`config.mk`:
```
export PLATFORM = sky130hd
export DESIGN_NAME = axi_read_arbiter
export DESIGN_NICKNAME = d
export VERILOG_FILES = /design/src/rtl/axi_arb_pkg.sv /design/src/rtl/rr_picker.sv /design/src/rtl/axi_read_arbiter.sv
export SDC_FILE = /design/constraint.sdc
export NUM_CORES = 1
export LEC_CHECK = 0
export CORE_MARGIN = 1
export CORE_UTILIZATION = 37
export CTS_CLUSTER_DIAMETER = 150
export DETAILED_ROUTE_END_ITERATION = 16
export GPL_TIMING_DRIVEN = 0
export PLACE_DENSITY = 0.83
export SLEW_MARGIN = 20
export SYNTH_ARGS = -nofsm -noshare
export SYNTH_HDL_FRONTEND = slang
export SYNTH_SLANG_ARGS = --single-unit
```
`constraint.sdc`:
```
create_clock -name clk -period 3.9 [get_ports clk]
set_input_delay 1.17 -clock clk [delete_from_list [all_inputs] [get_ports clk]]
set_output_delay 1.17 -clock clk [all_outputs]
set_load 0.005 [all_outputs]
```
`src/rtl/axi_arb_pkg.sv`:
```
// Shared types and constants for the memory-side AXI read arbiter.
`ifndef ADDR_WIDTH
`define ADDR_WIDTH 32
`endif
`ifndef DATA_WIDTH
`define DATA_WIDTH 32
`endif

package axi_arb_pkg;

  typedef enum logic [1:0] {
    IDLE = 2'd0,
    ADDR = 2'd1,
    DATA = 2'd2
  } arb_state_e;

  localparam int MST_ICACHE = 0;
  localparam int MST_DCACHE = 1;
  localparam int MST_SB     = 2;

endpackage

```
`src/rtl/rr_picker.sv`:
```
// Rotating priority encoder: first asserted request at or after ptr, wrapping modulo N.
module rr_picker #(
  parameter int N = 3,
  parameter int W = (N > 1) ? $clog2(N) : 1
) (
  input  logic [N-1:0] req,
  input  logic [W-1:0] ptr,
  output logic [W-1:0] grant_idx,
  output logic         grant_valid
);

  logic [W-1:0] idx;

  // Walk the offsets from farthest to nearest so the nearest hit is written last.
  always_comb begin
    grant_idx   = '0;
    grant_valid = 1'b0;
    idx         = '0;
    for (int k = N - 1; k >= 0; k--) begin
      idx = W'((int'(ptr) + k) % N);
      if (req[idx]) begin
        grant_idx   = idx;
        grant_valid = 1'b1;
      end
    end
  end

endmodule

```
`src/rtl/axi_read_arbiter.sv`:
```
// Merges several AXI read masters onto one memory read port: one burst in flight,
// round-robin address grant, R beats steered back to the owning master.
module axi_read_arbiter
  import axi_arb_pkg::*;
#(
  parameter int NUM_MASTERS = 3,
  parameter int ADDR_W      = `ADDR_WIDTH,
  parameter int DATA_W      = `DATA_WIDTH,
  parameter int ID_W        = 4,
  parameter int LEN_W       = 8
) (
  input  logic                          clk,
  input  logic                          rst_n,
  input  logic [NUM_MASTERS-1:0]        m_arvalid,
  input  logic [NUM_MASTERS*ADDR_W-1:0] m_araddr,
  input  logic [NUM_MASTERS*LEN_W-1:0]  m_arlen,
  input  logic [NUM_MASTERS*ID_W-1:0]   m_arid,
  output logic [NUM_MASTERS-1:0]        m_arready,
  output logic [NUM_MASTERS-1:0]        m_rvalid,
  input  logic [NUM_MASTERS-1:0]        m_rready,
  output logic [DATA_W-1:0]             m_rdata,
  output logic                          m_rlast,
  output logic                          s_arvalid,
  output logic [ADDR_W-1:0]             s_araddr,
  output logic [LEN_W-1:0]              s_arlen,
  output logic [ID_W-1:0]               s_arid,
  input  logic                          s_arready,
  input  logic                          s_rvalid,
  input  logic [DATA_W-1:0]             s_rdata,
  input  logic                          s_rlast,
  input  logic [ID_W-1:0]               s_rid,
  output logic                          s_rready,
  output logic                          id_error
);

  localparam int IDX_W = (NUM_MASTERS > 1) ? $clog2(NUM_MASTERS) : 1;

  arb_state_e        state;
  logic [IDX_W-1:0]  rr_ptr;
  logic [IDX_W-1:0]  owner;
  logic [IDX_W-1:0]  grant_idx;
  logic              grant_valid;
  logic [ADDR_W-1:0] addr_q;
  logic [LEN_W-1:0]  len_q;
  logic [ID_W-1:0]   id_q;
  logic              accept;
  logic              beat;

  function automatic logic [IDX_W-1:0] next_idx(input logic [IDX_W-1:0] i);
    return (int'(i) == NUM_MASTERS - 1) ? '0 : i + 1'b1;
  endfunction

  rr_picker #(.N(NUM_MASTERS), .W(IDX_W)) u_picker (
    .req         (m_arvalid),
    .ptr         (rr_ptr),
    .grant_idx   (grant_idx),
    .grant_valid (grant_valid)
  );

  // No address is accepted while reset is held, even though state already reads IDLE.
  assign accept = rst_n && (state == IDLE) && grant_valid;
  assign beat   = (state == DATA) && s_rvalid && s_rready;

  always_comb begin
    m_arready = '0;
    m_rvalid  = '0;
    if (accept)
      m_arready[grant_idx] = 1'b1;
    if (state == DATA)
      m_rvalid[owner] = s_rvalid;
  end

  assign s_rready  = (state == DATA) && m_rready[owner];
  assign m_rdata   = s_rdata;
  assign m_rlast   = s_rlast;
  assign s_arvalid = (state == ADDR);
  assign s_araddr  = addr_q;
  assign s_arlen   = len_q;
  assign s_arid    = id_q;

  always_ff @(posedge clk) begin
    if (!rst_n) begin
      state    <= IDLE;
      rr_ptr   <= '0;
      owner    <= '0;
      addr_q   <= '0;
      len_q    <= '0;
      id_q     <= '0;
      id_error <= 1'b0;
    end else begin
      case (state)
        IDLE: begin
          if (grant_valid) begin
            owner  <= grant_idx;
            addr_q <= m_araddr[grant_idx*ADDR_W +: ADDR_W];
            len_q  <= m_arlen[grant_idx*LEN_W +: LEN_W];
            id_q   <= m_arid[grant_idx*ID_W +: ID_W];
            state  <= ADDR;
          end
        end
        ADDR: begin
          if (s_arready)
            state <= DATA;
        end
        DATA: begin
          // Beat count is not tracked; RLAST alone closes the burst.
          if (beat) begin
            if (s_rid != id_q)
              id_error <= 1'b1;
            if (s_rlast) begin
              state  <= IDLE;
              rr_ptr <= next_idx(owner);
            end
          end
        end
        default: state <= IDLE;
      endcase
    end
  end

endmodule

```
## After elaboration in Yosys (flattened, before gate mapping)

Index checks and enable logic that the tools add are counted.

| storage, ports and cells | value |
|---|---|
| logic and storage cells | 70 |
| flip-flop bits (word level) | 51 |
| input port bits | 179 |
| output and inout bits | 86 |

| cells by class | value |
|---|---|
| divide/modulo/power cells | 3 |
| reductions and logical operators | 12 |
| add/subtract/negate cells | 3 |
| magnitude comparators | 7 |
| shift operators | 3 |
| bitwise logic cells | 1 |
| muxes and demuxes | 26 |
| equal/unequal tests | 8 |

Operators with widths:

| cell | count |
|---|---|
| 96-bit by 8-bit indexed part select with 32-bit output | 1 |
| 32-bit by 3-bit modulo with 32-bit output, second input constant | 2 |
| 3-bit by 3-bit modulo with 32-bit output, second input constant | 1 |
| 24-bit by 6-bit indexed part select with 8-bit output | 1 |
| 2-bit two-way mux | 8 |
| 2-bit by 3-bit less-than comparator with 1-bit output, second input constant | 5 |
| 12-bit by 5-bit indexed part select with 4-bit output | 1 |
| 1-bit two-way mux | 9 |
| 1-bit binary-select mux with 2-bit select | 4 |
| 1-bit logical AND | 7 |
| 3-bit two-way mux | 2 |
| 2-bit inequality test, second input constant | 3 |
| 2-bit one-hot mux with 3 select lines | 1 |
| 3-bit AND reduction | 2 |
| 1-bit demux with 2-bit select | 2 |
| 2-bit == test, second input constant | 2 |
| 2-bit by 1-bit greater-or-equal comparator with 1-bit output, second input constant | 2 |
| 4-bit inequality test | 1 |
| 4-bit AND reduction | 1 |
| 2-bit by 1-bit adder with 3-bit output, second input constant | 1 |
| 2-bit by 2-bit adder with 3-bit output, second input constant | 1 |
| 3-bit AND | 1 |
| 2-bit by 1-bit adder with 2-bit output, second input constant | 1 |
| 2-bit by 1-bit == test with 1-bit output, second input constant | 1 |
| 3 further kinds | 3 |

## Logic depth before layout (Yosys ltp)

| depth | value |
|---|---|
| depth in word-level cells | 12 |
| depth in mapped cells | 10 |
| mapped depth without buffers | 7 |

## Hierarchy

From an unflattened synthesis, not the netlist that was laid out.

| unflattened totals | value |
|---|---|
| cell total of the unflattened synthesis | 406 |
| area, all modules | 3233.1 µm² |

Modules (own cells, without submodules):

| module | area an instance (µm²) | times used | seq. area each (µm²) | cells each |
|---|---|---|---|---|
| axi_read_arbiter | 3010.4 | 1 | 1021.0 | 377 |
| rr_picker | 222.7 | 1 | 0.0 | 29 |

## Worst setup path before layout

Ideal clock, no wire load.

| timing | value |
|---|---|
| kind | input-to-output |
| start point | input port rst_n |
| end point | output port m_arready[1] |
| path slack | 0.216 ns |
| data required time | 2.730 ns |
| path buffers | 3 |
| cell stages on the path | 6 |
| data arrival time | 2.514 ns |
| cell sequence | clkbuf_1 -> inv_1 -> or4_1 -> buf_4 -> buf_6 -> a21oi_1 |

| between the ends | value |
|---|---|
| longest elaborated chain between the ends | 3 |

RTL lines:

| item | line | source |
|---|---|---|
| start: declaration | axi_read_arbiter.sv:13 | `input logic rst_n,` |
| 1-bit logical AND (2 in a row) | axi_read_arbiter.sv:61 | `assign accept = rst_n && (state == IDLE) && grant_valid;` |
| 3-bit two-way mux | axi_read_arbiter.sv:67 | `if (accept)` |
| end: declaration | axi_read_arbiter.sv:18 | `output logic [NUM_MASTERS-1:0] m_arready,` |

Every way passes these cells.

## Final worst setup path

| timing | value |
|---|---|
| start point | input port m_arvalid[1] |
| end point | output port m_arready[1] |

| between the ends | value |
|---|---|
| longest elaborated chain between the ends | 10 |
| elaborated cells between the ends (all ways) | 19 |
| classes of those cells | order compare (2); mux (15); reduce/logical (2) |

RTL lines:

| item | line | source |
|---|---|---|
| start: declaration | axi_read_arbiter.sv:14 | `input logic [NUM_MASTERS-1:0] m_arvalid,` |
| 1-bit binary-select mux with 2-bit select | rr_picker.sv:21 | `if (req[idx]) begin` |
| 1-bit two-way mux (not written as such) | rr_picker.sv:21 |  |
| 2-bit two-way mux (3 in a row) | rr_picker.sv:21 |  |
| 2-bit by 3-bit less-than comparator with 1-bit output (not written as such) or 2-bit by 1-bit greater-or-equal comparator with 1-bit output (tied branches) | axi_read_arbiter.sv:68 | `m_arready[grant_idx] = 1'b1;` |
| 1-bit logical AND (not written as such) | axi_read_arbiter.sv:68 |  |
| 1-bit two-way mux (not written as such) | axi_read_arbiter.sv:68 |  |
| 1-bit demux with 2-bit select | axi_read_arbiter.sv:68 |  |
| 3-bit two-way mux (*) | axi_read_arbiter.sv:67 |  |

Mark *: on every way between the ends. The rest lies on a longest branch, timed or not. The select of a mux whose other input is x is not followed.

==> results.tsv <==
stage	metric	value	unit
sta	Slew headroom	57.02	%
yosys	synthesized area	3969	sq um
yosys	sequential share of the synthesized area	25.73	%
clocking	Clk Latency, worst-skew pair	0.29	ns
route	DRT Wirelength	16.32	mm
clocking	CTS sink count	51	
setup_path	Buf/Inv on CP	3	
clocking	Root Driver	clkbuf_8	
worst_hold_path	Hold EP	id_error$_SDFFE_PN0P_	
sta	Worst Tran Pin Value	0.6447	ns
setup_path	CP max stage delay	0.48	ns
setup_path	R2R Path Start	rr_ptr[1]$_SDFFE_PN0P_	
route	drt pass-1 iters	5	
yosys	ys flop type	dfxtp_1	
setup_path	reg-to-reg slack, setup	1.00	ns
placed_design	placed cell areas	6451	sq um
clocking	total CTS buffers	5	
die	num rows	37	
yosys	Synth cell types	45	
route	DR vias/cell	5.894	
global_routing	global-route wire length before repair	24.76	mm
run	Max-Cap Viols	0	
route	via count	4845	
global_routing	largest net degree at the start of global routing	20	
setup_path	worst-path fanout max	10	
power	LEAKAGE	2.270	nW
clocking	Clock H-tree levels	2	
die	Die X	105.6	um
yosys	Mapped Cells	442	
die	Die H	105.6	um
setup_path	Worst R2R Path Depth	12	
yosys	Synth warnings	0	
cells_and_area	share of cells above drive strength 1	19.68	%
placed_design	I/O Buffers	231	
setup_path	Crit Path Category	input pin to output port	
cells_and_area	fin area	6656	sq um
die	core area	10370	sq um
yosys	Yosys reg bits	51	
cells_and_area	n_diodes	0	
yosys	Post-synth EDFFs	0	
setup_path	worst path cell trace	buf_4 -> nand2b_1 -> a21boi_0 -> o21ai_2 -> clkbuf_2 -> a21oi_2 -> buf_2	
clocking	clk buf depth	2	
setup_path	Worst Setup Start Kind	input pin	
worst_hold_path	Hold Crit Class	register to register	
power	P per Cell Area	253.1	nW/um^2
route	Post-route DRC	0	
yosys	Async SR Flop Fraction	0	%
worst_hold_path	HP Start	id_error$_SDFFE_PN0P_	
power	IR drop worst, VDD	0.1761	mV
placed_design	Detail Placement HPWL	12.38	mm
placed_design	global placement routability congestion	0.8202	
cells_and_area	fillers	879	
run_status	status	complete, no violations	
clocking	CTS tree	built	
setup_path	Worst EP arrival	2.66	ns
die	number of I/O pins	265	
sta	crit path time final	3.828	ns
global_routing	gr ovfl total	0	
sta	Fin Clk Skew	0.003106	ns
setup_path	critical path's top delay family	compound AO/OA/AOI/OAI gates	
global_routing	Global Route Usage Sum	27.89	%
setup_path	CP Capture Type	output port	
sta	Max Slew Vio Count	0	
sta	setup violators final	0	
route	post-route ant nets	0	
setup_path	CP max-delay cell	o21ai_2	
global_routing	number of global-route vias before repair	4795	
worst_hold_path	Hold Path Cell Cnt	2	
sta	Fmax	0.2613	GHz
die	Starting Density	38.27	%
power	total power	1.685	mW
setup_path	worst r2r dst	s_araddr[16]$_SDFFE_PN0P_	
yosys	syn_nets	625	
cells_and_area	synthesis-to-finish area growth	67.72	%
sta	RSZ-0062 raised after global routing	true	
global_routing	initial antenna violation count	1	
clocking	Clock transition at path regs	0.09	ns
route	DR iter-0 viols	208	
die	Die ar.	11150	sq um
sta	final hold vios	0	
cells_and_area	nets	869	
sta	Tcrit/Tclk final	98.15	%
setup_path	Worst EP required	2.73	ns
yosys	Avg Inst Size Synth	8.979	sq um
route	Wirelength per Cell	19.85	um
==> worst reg2reg max path, stage by stage (launching register included) <==
cell and delay (ns):
dfxtp_1 0.40, inv_1 0.08, ha_1 0.19, buf_4 0.17
mux2i_4 0.22, o2bb2ai_2 0.10, buf_4 0.19, buf_4 0.14
or3_1 0.35, clkbuf_1 0.24, buf_2 0.26, a32oi_1 0.32
o221ai_2 0.13
==> sequential cells by signal, indices dropped and copies added (netlist names) <==
register  count
s_araddr     32
owner         2
id_error      1
state         2
s_arid        4
rr_ptr        2
s_arlen       8
==> cell usage after synthesis, types with 2 or more instances <==
library cell  count  area, sq um
nor3b_1           3        22.52
ha_1              4        50.05
or3_1             2        12.51
buf_6             4        45.04
nand2b_1          3        18.77
xnor2_1           4        35.03
nor2_1            8        30.03
nand2_1           3        11.26
o221ai_1          6        52.55
dfxtp_1          51         1021
a21oi_1           6        30.03
o2bb2ai_1         2        17.52
buf_2            14        70.07
mux2i_1           4        40.04
and2_1            2        12.51
a32oi_1          44        385.4
o221ai_2         38        570.6
o211ai_1         44        330.3
buf_4            37        277.8
nand4_1           2        12.51
nor2b_1           5        31.28
nand3b_1          2        15.01
a21boi_0         45        337.8
nand3_1          47        235.2
inv_1             5        18.77
clkbuf_1         36        135.1
nor3_1            3        15.01
==> layout by cell type (no fill, tap or decap), types with 4 or more instances in the layout <==
master and count:
clkbuf_8 6, nor2b_1 5, o221ai_2 38, buf_2 15
o211ai_1 44, a21oi_1 5, inv_1 4, a21boi_0 45
nor2_1 5, dfxtp_1 50, xnor2_1 4, a32oi_1 44
buf_6 7, o221ai_1 6, nand3_1 46, clkdlybuf4s50_1 225
clkbuf_1 31, buf_4 48, ha_1 4
==> layer usage <==
layer	up-vias	track usage [%]	routed length, um
met3	48	5.690	1282
met1	2275	33.50	6518
li1	2230	-	-
met5	-	0	13
met2	290	48.78	7976
met4	2	10.52	530
==> worst max-delay path by stage <==
stage                      start      endpoint  slack (ns)  depth (start not counted)
global route        m_arvalid[1]  m_arready[1]       -0.02                          9
CTS                 m_arvalid[2]  m_arready[1]        0.06                          9
floorplan                  rst_n  m_arready[1]        0.22                          6
global placement    m_arvalid[1]  m_arready[1]       -0.95                          8
detailed placement  m_arvalid[1]  m_arready[1]       -1.11                          8
finish              m_arvalid[1]  m_arready[1]        0.07                          7
==> per-stage QoR <==
step           utilization, %  hold WS [ns]  setup TNS, ns  std cells  worst slack, ns
6_report                64.19        0.4904              0        822          0.07225
4_1_cts                 63.85        0.4969              0        821          0.05799
5_1_grt                 64.19        0.5314       -0.01785        822         -0.01785
3_5_place_dp            62.21        0.4746         -3.054        809           -1.113
2_1_floorplan               -        0.4605              0        442           0.2156
3_3_place_gp            62.21        0.4704         -2.721        809          -0.9500
==> area by class of cell <==
type	instances	area [sq um]	share of cell area, %
buffer	88	529.3	7.951
clock buffer	6	82.58	1.241
clock inverter	1	5.005	0.07519
inverter	5	18.77	0.2820
multi-input combinational	294	2456	36.90
sequential	51	1022	15.36
tap	136	170.2	2.556
timing repair buffer	241	2372	35.64
==> cell families after synthesis <==
kind of cell    synth area share [%]
flops                          25.73
mux                            1.293
simple gates                   11.38
fa+ha+maj                      1.261
compound gates                 45.59
xor+xnor                      0.8826
buf+inv                        13.87
==> power breakdown <==
group	internal [mW]	switching [mW]
registers	0.584	0.0442
clock network	0.140	0.173
logic	0.422	0.321
total	1.15	0.538
==> timing repair <==
action                                  CTS  global route
hold buffers                              0             0
endpoints found under the hold margin     0             0
pin swaps                                 3             2
gates resized for setup                  39             9
buffers inserted                          9             1
endpoints found under the setup margin    3             3
No activity file was read; power rests on OpenSTA's default activity.
